`src/rtl/rr_arb2_mux_pkg.sv`:
```
// Shared definitions for the round-robin front end of the 2:1 select mux.
// The select encodings must match the downstream mux's s input.
package rr_arb2_mux_pkg;

    localparam logic SEL_A = 1'b0;
    localparam logic SEL_B = 1'b1;

    typedef enum logic {
        BUF_EMPTY = 1'b0,
        BUF_FULL  = 1'b1
    } buf_state_e;

    // The loser of an arbitration round is favoured in the next one.
    function automatic logic prio_after(input logic winner_sel);
        return ~winner_sel;
    endfunction

endpackage

```
`src/rtl/rr_arb2_grant.sv`:
```
// Two-way round-robin grant: one-hot or zero, gated by en (buffer can load).
module rr_arb2_grant
    import rr_arb2_mux_pkg::*;
(
    input  logic a_valid,
    input  logic b_valid,
    input  logic prio,
    input  logic en,
    output logic grant_a,
    output logic grant_b
);

    always_comb begin
        grant_a = 1'b0;
        grant_b = 1'b0;
        if (en) begin
            // A wins when alone, or when contested and it holds priority.
            if (a_valid && (!b_valid || prio == SEL_A)) begin
                grant_a = 1'b1;
            end else if (b_valid) begin
                grant_b = 1'b1;
            end
        end
    end

endmodule

```
`src/rtl/rr_arb2_mux.sv`:
```
// Round-robin arbiter for two valid/ready producers feeding a 1-entry output
// buffer that carries the payload and the mux select; per-source grant counters.
module rr_arb2_mux
    import rr_arb2_mux_pkg::*;
#(
    parameter int WIDTH = 8,
    parameter int CNT_W = 8
) (
    input  logic             CLK,
    input  logic             RST_X,
    input  logic             a_valid,
    input  logic [WIDTH-1:0] a_data,
    output logic             a_ready,
    input  logic             b_valid,
    input  logic [WIDTH-1:0] b_data,
    output logic             b_ready,
    output logic             out_valid,
    output logic [WIDTH-1:0] out_data,
    output logic             out_sel,
    input  logic             out_ready,
    output logic [CNT_W-1:0] cnt_a,
    output logic [CNT_W-1:0] cnt_b
);

    localparam logic [CNT_W-1:0] CNT_ONE = CNT_W'(1);
    localparam logic [CNT_W-1:0] CNT_MAX = '1;

    buf_state_e       state_reg;
    logic [WIDTH-1:0] out_data_reg;
    logic             out_sel_reg;
    logic             prio_reg;

    logic             can_load;
    logic             grant_a;
    logic             grant_b;
    logic             accept;
    logic             win_sel;
    logic [WIDTH-1:0] win_data;
    logic [1:0]       beat_acc;
    logic [CNT_W-1:0] cnt_reg [2];

    // Draining and refilling in the same cycle keeps one beat per clock.
    assign can_load = (state_reg == BUF_EMPTY) || out_ready;

    rr_arb2_grant u_grant (
        .a_valid (a_valid),
        .b_valid (b_valid),
        .prio    (prio_reg),
        .en      (can_load),
        .grant_a (grant_a),
        .grant_b (grant_b)
    );

    assign a_ready  = grant_a;
    assign b_ready  = grant_b;
    assign accept   = grant_a | grant_b;
    assign win_sel  = grant_b ? SEL_B : SEL_A;
    assign win_data = grant_b ? b_data : a_data;

    always_ff @(posedge CLK or negedge RST_X) begin
        if (!RST_X) begin
            state_reg    <= BUF_EMPTY;
            out_data_reg <= '0;
            out_sel_reg  <= SEL_A;
            prio_reg     <= SEL_A;
        end else begin
            case (state_reg)
                BUF_EMPTY: begin
                    if (accept) begin
                        state_reg    <= BUF_FULL;
                        out_data_reg <= win_data;
                        out_sel_reg  <= win_sel;
                        prio_reg     <= prio_after(win_sel);
                    end
                end
                BUF_FULL: begin
                    if (accept) begin
                        out_data_reg <= win_data;
                        out_sel_reg  <= win_sel;
                        prio_reg     <= prio_after(win_sel);
                    end else if (out_ready) begin
                        // Payload and select hold their last values when drained.
                        state_reg <= BUF_EMPTY;
                    end
                end
                default: state_reg <= BUF_EMPTY;
            endcase
        end
    end

    assign beat_acc = {grant_b, grant_a};

    generate
        for (genvar gi = 0; gi < 2; gi++) begin : g_cnt
            always_ff @(posedge CLK or negedge RST_X) begin
                if (!RST_X) begin
                    cnt_reg[gi] <= '0;
                end else if (beat_acc[gi] && cnt_reg[gi] != CNT_MAX) begin
                    cnt_reg[gi] <= cnt_reg[gi] + CNT_ONE;
                end
            end
        end
    endgenerate

    assign out_valid = (state_reg == BUF_FULL);
    assign out_data  = out_data_reg;
    assign out_sel   = out_sel_reg;
    assign cnt_a     = cnt_reg[0];
    assign cnt_b     = cnt_reg[1];

endmodule

```
`config.mk`:
```
export PLATFORM = sky130hd
export DESIGN_NAME = rr_arb2_mux
export DESIGN_NICKNAME = d
export VERILOG_FILES = /design/src/rtl/rr_arb2_mux_pkg.sv /design/src/rtl/rr_arb2_grant.sv /design/src/rtl/rr_arb2_mux.sv
export SDC_FILE = /design/constraint.sdc
export NUM_CORES = 1
export LEC_CHECK = 0
export CAP_MARGIN = 20
export CORE_AREA = 5 5 63 65
export CTS_CLUSTER_SIZE = 10
export DETAILED_ROUTE_END_ITERATION = 6
export DIE_AREA = 0 0 68 70
export PLACE_DENSITY = 0.76
export SETUP_SLACK_MARGIN = 0.05
export SYNTH_ARGS = -nofsm -noshare
export SYNTH_HDL_FRONTEND = slang
export SYNTH_SLANG_ARGS = --single-unit
export TNS_END_PERCENT = 30
```
`constraint.sdc`:
```
create_clock -name CLK -period 1.85 [get_ports CLK]
set_clock_uncertainty 0.2 [all_clocks]
set_input_delay 0.37 -clock CLK [delete_from_list [all_inputs] [get_ports CLK]]
set_output_delay 0.37 -clock CLK [all_outputs]
set_load 0.02 [all_outputs]
```
== Yosys cells after proc, flatten, opt, wreduce, memory -nomap -nowiden ==
Index checks and enable logic that the tools add are counted.

* Latch bits: 0
* Flip-flop bits (word level): 27
* Output and inout port bits: 28
* Bits in writable memories: 0
* Memories kept: 0
* Memory bits (read-only): 0

* $lt $le $gt $ge: 0
* Reduce and logical (&&, ||, !) cells: 6
* Shifts and indexed selects: 0
* Equal/unequal tests: 2
* Add/subtract/negate cells: 2
* Multipliers: 0
* Muxes and demuxes: 14
* Bitwise logic cells: 4
* Div/mod/pow operators: 0

{| class="wikitable"
|+ Operator list
! cell !! number
|-
| $add A8 B1 Y8 const B || 2
|-
| $mux W8 || 2
|-
| $ne A8 B8 Y1 const B || 2
|-
| $mux W1 || 11
|-
| $logic_and A1 B1 Y1 || 3
|-
| $not A1 Y1 || 3
|-
| $logic_or A1 B1 Y1 || 2
|-
| $pmux W1 S2 || 1
|-
| $logic_not A1 Y1 || 1
|-
| $or A1 B1 Y1 || 1
|}

== Logic depth before layout (Yosys ltp) ==
Gate-level depths: netlist of run 1.

* Word-level depth: 8
* Gate-level depth with buffers: 6
* Mapped depth without buffers: 5

== Hierarchy ==
Synthesis of run 1 repeated with hierarchy kept, for this count alone.

* Cells, all modules: 121
* Area total of the unflattened synthesis: 1,280.0 um2

{| class="wikitable"
|+ By module, submodules not included
! module !! area each (um2) !! instances !! cells each !! sequential area each (um2)
|-
| rr_arb2_mux || 1,258.7 || 1 || 116 || 675.6
|-
| rr_arb2_grant || 21.3 || 1 || 5 || 0.0
|}

== Least setup slack after synthesis of run 1 ==
No wires, ideal clock.

* Path kind: register to register
* Start point: register cnt_reg (netlist bit cnt_a[0])
* End point: register cnt_reg (netlist bit cnt_a[1])
* Cell stages (with the launch flop): 5
* Clock period less this slack: 1,799 ps
* Setup slack: 51 ps
* Path buffers: 0
* Arrival: 1,474 ps
* Cells stage by stage: dfrtp_1 > ha_1 > nand2_1 > o31a_4 > mux2_4

* Word-level cells in the longest chain between the ends: 2
* Elaborated cells on any way between the ends: 3

{| class="wikitable"
|+ Ends and longest elaborated chain
! what !! RTL line !! source
|-
| from (decl) || rr_arb2_mux.sv:40 || <nowiki>logic [CNT_W-1:0] cnt_reg [2];</nowiki>
|-
| from (signal, indexed assignment) || rr_arb2_mux.sv:99 || <nowiki>cnt_reg[gi] <= cnt_reg[gi] + CNT_ONE;</nowiki>
|-
| branches (longest 2 deep; another with $add A8 B1 Y8) || n/a ||
|}

Several ways; the timed one is not identified.
A chain may end at the register's enable or synchronous reset.

== Final worst setup path of run 1 ==
* Start point: register prio_reg
* End point: output port b_ready

* Word-level cells in the longest chain between the ends: 5

{| class="wikitable"
|+ Ends and longest elaborated chain
! what !! RTL line !! source
|-
| from (decl) || rr_arb2_mux.sv:31 || <nowiki>logic prio_reg;</nowiki>
|-
| from (signal assigned) || rr_arb2_mux.sv:73 || <nowiki>prio_reg <= prio_after(win_sel);</nowiki>
|-
| from (signal assigned) || rr_arb2_mux.sv:80 || <nowiki>prio_reg <= prio_after(win_sel);</nowiki>
|-
| $not A1 Y1 || rr_arb2_grant.sv:18 || <nowiki>if (a_valid && (!b_valid || prio == SEL_A)) begin</nowiki>
|-
| $logic_or A1 B1 Y1 || rr_arb2_grant.sv:18 ||
|-
| $logic_and A1 B1 Y1 || rr_arb2_grant.sv:18 ||
|-
| $mux W1 || rr_arb2_grant.sv:18 ||
|-
| $mux W1 || rr_arb2_grant.sv:16 || <nowiki>if (en) begin</nowiki>
|-
| to (decl) || rr_arb2_mux.sv:16 || <nowiki>output logic b_ready,</nowiki>
|}

Every way passes these cells.

==> results of run 1 <==
[metal layers]
| layer | part of all wire | wire length (um) | global-route usage | vias to the layer above |
|---|---|---|---|---|
| li1 | - | - | - | 572 |
| met1 | 0.39 | 1289 | 0.1531 | 554 |
| met2 | 0.51 | 1700 | 0.2473 | 47 |
| met3 | 0.089 | 295 | 0.02404 | 2 |
| met4 | 0.010 | 34 | 0.06402 | 0 |
| met5 | 0 | 0 | 0 | - |
[power by group through the flow]
stage | sequential [uW] | combinational (uW) | clock (uW)
after floorplan | 1120 | 307 | 0
after global placement | 938 | 972 | 0
after detailed placement | 948 | 992 | 0
after CTS | 930 | 892 | 260
after global routing | 966 | 951 | 286
final | 935 | 886 | 256
[area by class of cell]
cell class	count	area, um^2	share of cell area
multi-input combinational	93	601.8	0.3125
sequential	27	675.6	0.3509
tap	46	57.56	0.02989
clock buffer	4	26.28	0.01365
timing repair buffer	62	549.3	0.2852
inverter	4	15.01	0.007797
[cells in the final DEF (no fill, tap or decap), drive strengths merged, types with 2 or more instances in the layout]
cell type / instances
clkbuf: 4
nand2: 28
nand2b: 2
xor2: 3
dfrtp: 27
clkdlybuf4s50: 17
nand3: 6
a31oi: 2
dlygate4sd2: 29
nand4: 4
a21oi: 4
buf: 16
and3: 2
o21ai: 4
inv: 4
ha: 2
a22oi: 8
mux2: 9
nor3: 3
nor2: 10
[logic make-up after synthesis]
logic type / synth area share
and+or+nand+nor: 0.2049
DFF: 0.5243
AOI/OAI and AO/OA: 0.1068
muxes: 0.08931
buffers and inverters: 0.02815
xor gates and xnor gates: 0.02719
adders and majority gates: 0.01941
[repair_timing]
| item | in CTS | in global routing |
|---|---|---|
| setup endpoints to repair | 32 | 8 |
| hold buffers | 0 | 0 |
| resized for setup | 42 | 3 |
| setup buffers | 1 | 1 |
| pin swaps | 0 | 1 |
[synthesized netlist by cell type]
library cell,n
dfrtp_1,27
nand3_2,1
xnor2_1,1
o31a_4,1
buf_2,2
nor2b_1,1
inv_1,3
a21o_1,1
mux2_4,1
nand2_1,28
mux2i_1,1
o21ai_0,3
a21oi_1,4
mux2_2,5
o21ai_1,1
nand3_1,5
nor4_2,1
and3_1,2
mux2_1,3
xor2_1,3
a22oi_1,8
nor2_1,10
nand2b_2,1
ha_1,2
nand2b_1,1
nor3_1,3
nand4_1,4
a31oi_1,2
buf_6,1
inv_2,1
[worst paths after layout]
check / start / endpoint / slack, ns / cells after the start
min reg2reg: out_data[5]$_DFFE_PN0P_ / out_data[5]$_DFFE_PN0P_ / 0.29 / 2
min in group CLK: out_data[5]$_DFFE_PN0P_ / out_data[5]$_DFFE_PN0P_ / 0.29 / 2
max reg2reg: out_valid$_DFF_PN0_ / cnt_a[7]$_DFFE_PN0P_ / 0.11 / 6
min: RST_X / out_data[5]$_DFFE_PN0P_ / 0.21 / 2
max in group asynchronous: RST_X / cnt_a[1]$_DFFE_PN0P_ / 0.99 / 2
max: prio_reg$_DFFE_PN0P_ / b_ready / 0.08 / 4
[stage by stage]
stage	cell area (um^2)	cells	setup TNS, ns	setup slack, ns
6_report	1926	236	0	0.08130
5_1_grt	1926	236	0	0.007642
2_1_floorplan	1289	127	0	0.05131
3_3_place_gp	1896	230	-4.264	-0.4892
4_1_cts	1906	235	0	0.07219
3_5_place_dp	1896	230	-5.068	-0.5064
==> metrics.cfg, run 1 <==
[global_routing]
grt_usage=0.1384
grt-ovfl-total=0
grt_pass1_wl_mm=5.106
grt_pass1_vias=1124
grt_max_degree=28
antenna_found_initial=0

[clock_network]
clock-root-buffer=clkbuf_4
clock_latency_ns=0.32
clkTransAtPathRegs_ns=0.14
cts_sinks=27
h-tree-depth=1
cts_made_buffers=3
cts_buffer_depth=2
tritoncts=done

[power]
clkPwrFrac=0.123
switchingPower_uw=838.9
powerDensity_nw_per_um2=1079
p_seq_frac=0.450
p_leak_uw=0.0009330
power_uw=2077
share_comb_of_total_power=0.427
irDropWorstVdd_mv=0.3773
switching_share=0.4039
power.internal_uw=1238

[yosys]
synth-seq-area-share=0.5243
synthTopCellsByArea=dfrtp_1 52%, nand2_1 8.2%, a22oi_1 4.7%
yosysWarnings=0
ys_ff_latch=27
postSynthAreaPerCell_um2=10.15
netlist_instances=127
yosysTopAreaCell=dfrtp_1
synthesis.area_um2=1289
yosysTopAreaCellShare=0.5243
syn_nets=150
netlist-cell-type-count=30

[sta]
slew_headroom=0.6077
timing.fmax_ghz=0.5654
hold_viol=0
post-route-period-util=0.9561
rsz0062_at_grt=true
tightest_slew_ns=0.5845
worst_hold_slack_ns=0.2063
drv_slew=0
min_period_ns=1.769
setup_viol=0

[routing]
drc_errors=0
drtPass1Iterations=4
vias=1175
ant_nets=0
drt-initial-drc-count=53
wl_per_cell_um=14.06
wl_mm=3.319
viasPerCell=4.979

[layout]
layout.nets=214
final_util=0.5863
antennaDiodeCount=0
fillers=289
syn2layout_area_growth_pct=49.42
layout-drive-gt1-share=0.1737

[floorplan]
core_area_um2=3284
die_w_um=68
start_util=0.3924
pin_count=49
die_height_um=70
dieArea_um2=4760
fp-row-count=21

[status]
outcome=completed

[setup_path]
path_delay_family=flip-flops
crit_chain=nand2b_1, nand3_4, inv_2, buf_6
worst-setup-path-type=reg2out
critPathRequiredTime_ns=1.28
worst-path-buf-inv=2
critPathLaunchType=flop
end_kind=output port
crit_arrival_ns=1.20
slowest_delay_ns=0.43
cp_slowest_cell=dfrtp_1
cp_max_fo=3

[place]
hpwl_mm=2.555
gp_congestion=0.7909
port_buffers=48

[worst_hold_path]
holdCritPathClass=in2async

[flow_run]
cap_viol_max_count=0

Power figures use the tool's default switching activity.
==> inputs of run 2 (changes only) <==
- PLACE_DENSITY: 0.76 -> 0.72
- SLEW_MARGIN: default -> 15
==> run 2 against run 1 <==
Net effect: via count fell by 1.7%; cell count fell by 1.7%; critical path depth fell by 1; non-clock buffer count fell by 4; combinational power fell by 1%; sequential share of layout area rose by 0.76 points; die area did not move; flip-flop and latch count did not move; largest power group unchanged; highest routed layer unchanged; design area fell by 1.9%; global-route usage rose by 0.27 points.
==> metrics.cfg, run 2 (synthesis gave the netlist of run 1 again) <==
[status]
outcome=completed

[floorplan]
start_util=0.3924  ; unchanged
die_w_um=68  ; unchanged
pin_count=49  ; unchanged
core_area_um2=3284  ; unchanged
fp-row-count=21  ; unchanged
dieArea_um2=4760  ; unchanged
die_height_um=70  ; unchanged

[sta]
slew_headroom=0.6086  ; +0.0008890
post-route-period-util=0.9379  ; -0.01819
timing.fmax_ghz=0.5764  ; +1.9%
hold_viol=0  ; unchanged
setup_ws_ns=0.1150  ; +0.03365 ns
tightest_slew_ns=0.5832  ; -0.001324 ns
rsz0062_at_grt=true
drv_slew=0  ; unchanged
setup_viol=0  ; unchanged
min_period_ns=1.735  ; -0.03365 ns

[clock_network]
cts_sinks=27  ; unchanged
clock-root-buffer=clkbuf_4
tritoncts=done
clkTransAtPathRegs_ns=0.14  ; about the same
h-tree-depth=1  ; unchanged
clock_latency_ns=0.31  ; about the same
cts_buffer_depth=2  ; unchanged
cts_made_buffers=3  ; unchanged
ctsHoldBuffers=0  ; unchanged

[setup_path]
crit_chain=nand2b_4, and3_4, buf_4
slowest_delay_ns=0.43  ; about the same
worst-setup-path-type=reg2out
cp_slowest_cell=dfrtp_1
critPathLaunchType=flop
critPathRequiredTime_ns=1.28  ; about the same
cp_max_fo=4  ; +1
crit_arrival_ns=1.17  ; -0.03 ns
end_kind=output port

[layout]
syn2layout_area_growth_pct=46.50
mostFrequentLayoutCell=dlygate4sd2_1
layout.nets=210  ; -1.9%
antennaDiodeCount=0  ; unchanged
fin_area_um2=1888  ; -1.9%
fillers=307  ; +6.2%
layout-drive-gt1-share=0.1613  ; -0.01239
layout_common_cells=29 x dlygate4sd2_1, 28 x nand2_1, 26 x dfrtp_1, 17 x clkdlybuf4s50_1, 11 x buf_4

[routing]
ant_nets=0  ; unchanged
viasPerCell=4.978  ; about the same
wl_mm=3.148  ; -5.2%
drc_errors=0  ; unchanged
wl_per_cell_um=13.57  ; -3.5%
drtPass1Iterations=4  ; unchanged
drt-initial-drc-count=72  ; +36%
vias=1155  ; -1.7%

[flow_run]
cap_viol_max_count=0  ; unchanged

[place]
hpwl_mm=2.473  ; -3.2%
port_buffers=48  ; unchanged
place_area_um2=1873  ; -1.2%
pre_cts_ws_ns=-0.5304  ; -0.02401 ns
gp_congestion=0.8458  ; +6.9%

[power]
powerDensity_nw_per_um2=1092  ; +1.2%
irDropWorstVdd_mv=0.6207  ; +65%
p_leak_uw=0.0009098  ; -2.5%

[worst_hold_path]
holdCritPathClass=in2async

[global_routing]
grt-ovfl-total=0  ; unchanged
grt_usage=0.1412  ; +0.002741
grt_pass1_wl_mm=5.278  ; +3.4%
grt_pass1_vias=1167  ; +3.8%
antenna_found_initial=0  ; unchanged
grt_max_degree=28  ; unchanged

run 2: layer usage:
layer / GRT usage / routed length (um) / vias to the layer above
met5: 0 / 0 / -
met4: 0.03974 / 20 / 0
met3: 0.01923 / 147 / 2
met2: 0.2484 / 1652 / 29
met1: 0.1747 / 1328 / 558
li1: - / - / 566
run 2: metrics by stage:
stage	instances	power [uW]	util	TNS, ns	hold slack, ns
2_1_floorplan	127	1424	-	0	-0.1256
3_3_place_gp	227	1901	0.5703	-4.396	0.2563
3_5_place_dp	227	1940	0.5703	-4.995	0.2611
4_1_cts	232	2080	0.5722	0	0.2139
5_1_grt	232	2205	0.5749	0	0.2169
6_report	232	2061	0.5749	0	0.2048
run 2: path summary, 6_finish.rpt:
check / start / endpoint / slack, ns / cells past startpoint
max reg2reg: out_valid$_DFF_PN0_ / cnt_a[1]$_DFFE_PN0P_ / 0.16 / 5
max in group asynchronous: RST_X / cnt_b[0]$_DFFE_PN0P_ / 0.97 / 2
min reg2reg: out_data[4]$_DFFE_PN0P_ / out_data[4]$_DFFE_PN0P_ / 0.29 / 2
max: out_valid$_DFF_PN0_ / a_ready / 0.11 / 3
min: RST_X / cnt_a[4]$_DFFE_PN0P_ / 0.20 / 2
min in group CLK: out_data[4]$_DFFE_PN0P_ / out_data[4]$_DFFE_PN0P_ / 0.29 / 2
run 2: critical path, delay by kind of cell (launching register included):
family,cells,cell delay [ns]
buffers and inverters,1,0.14
and+or+nand+nor,2,0.28
DFF,1,0.43
run 2: final cells by class:
type	instances	area, um^2	share of cell area
clock buffers	4	26.28	0.01392
multi-input cells	93	594.3	0.3148
repair buffers	58	518.0	0.2744
inverters	4	15.01	0.007952
flip-flops and latches	27	676.9	0.3585
well taps	46	57.56	0.03048
run 2: what timing repair did:
action,4_1_cts,5_1_grt
setup buffers,1,0
gates resized for setup,42,3
setup endpoints to repair,31,3
gates cloned,0,0
run 2: power breakdown:
part           switching [uW]  internal, uW
clock network             168          84.3
logic                     476           398
registers                 181           754
total                     825          1240
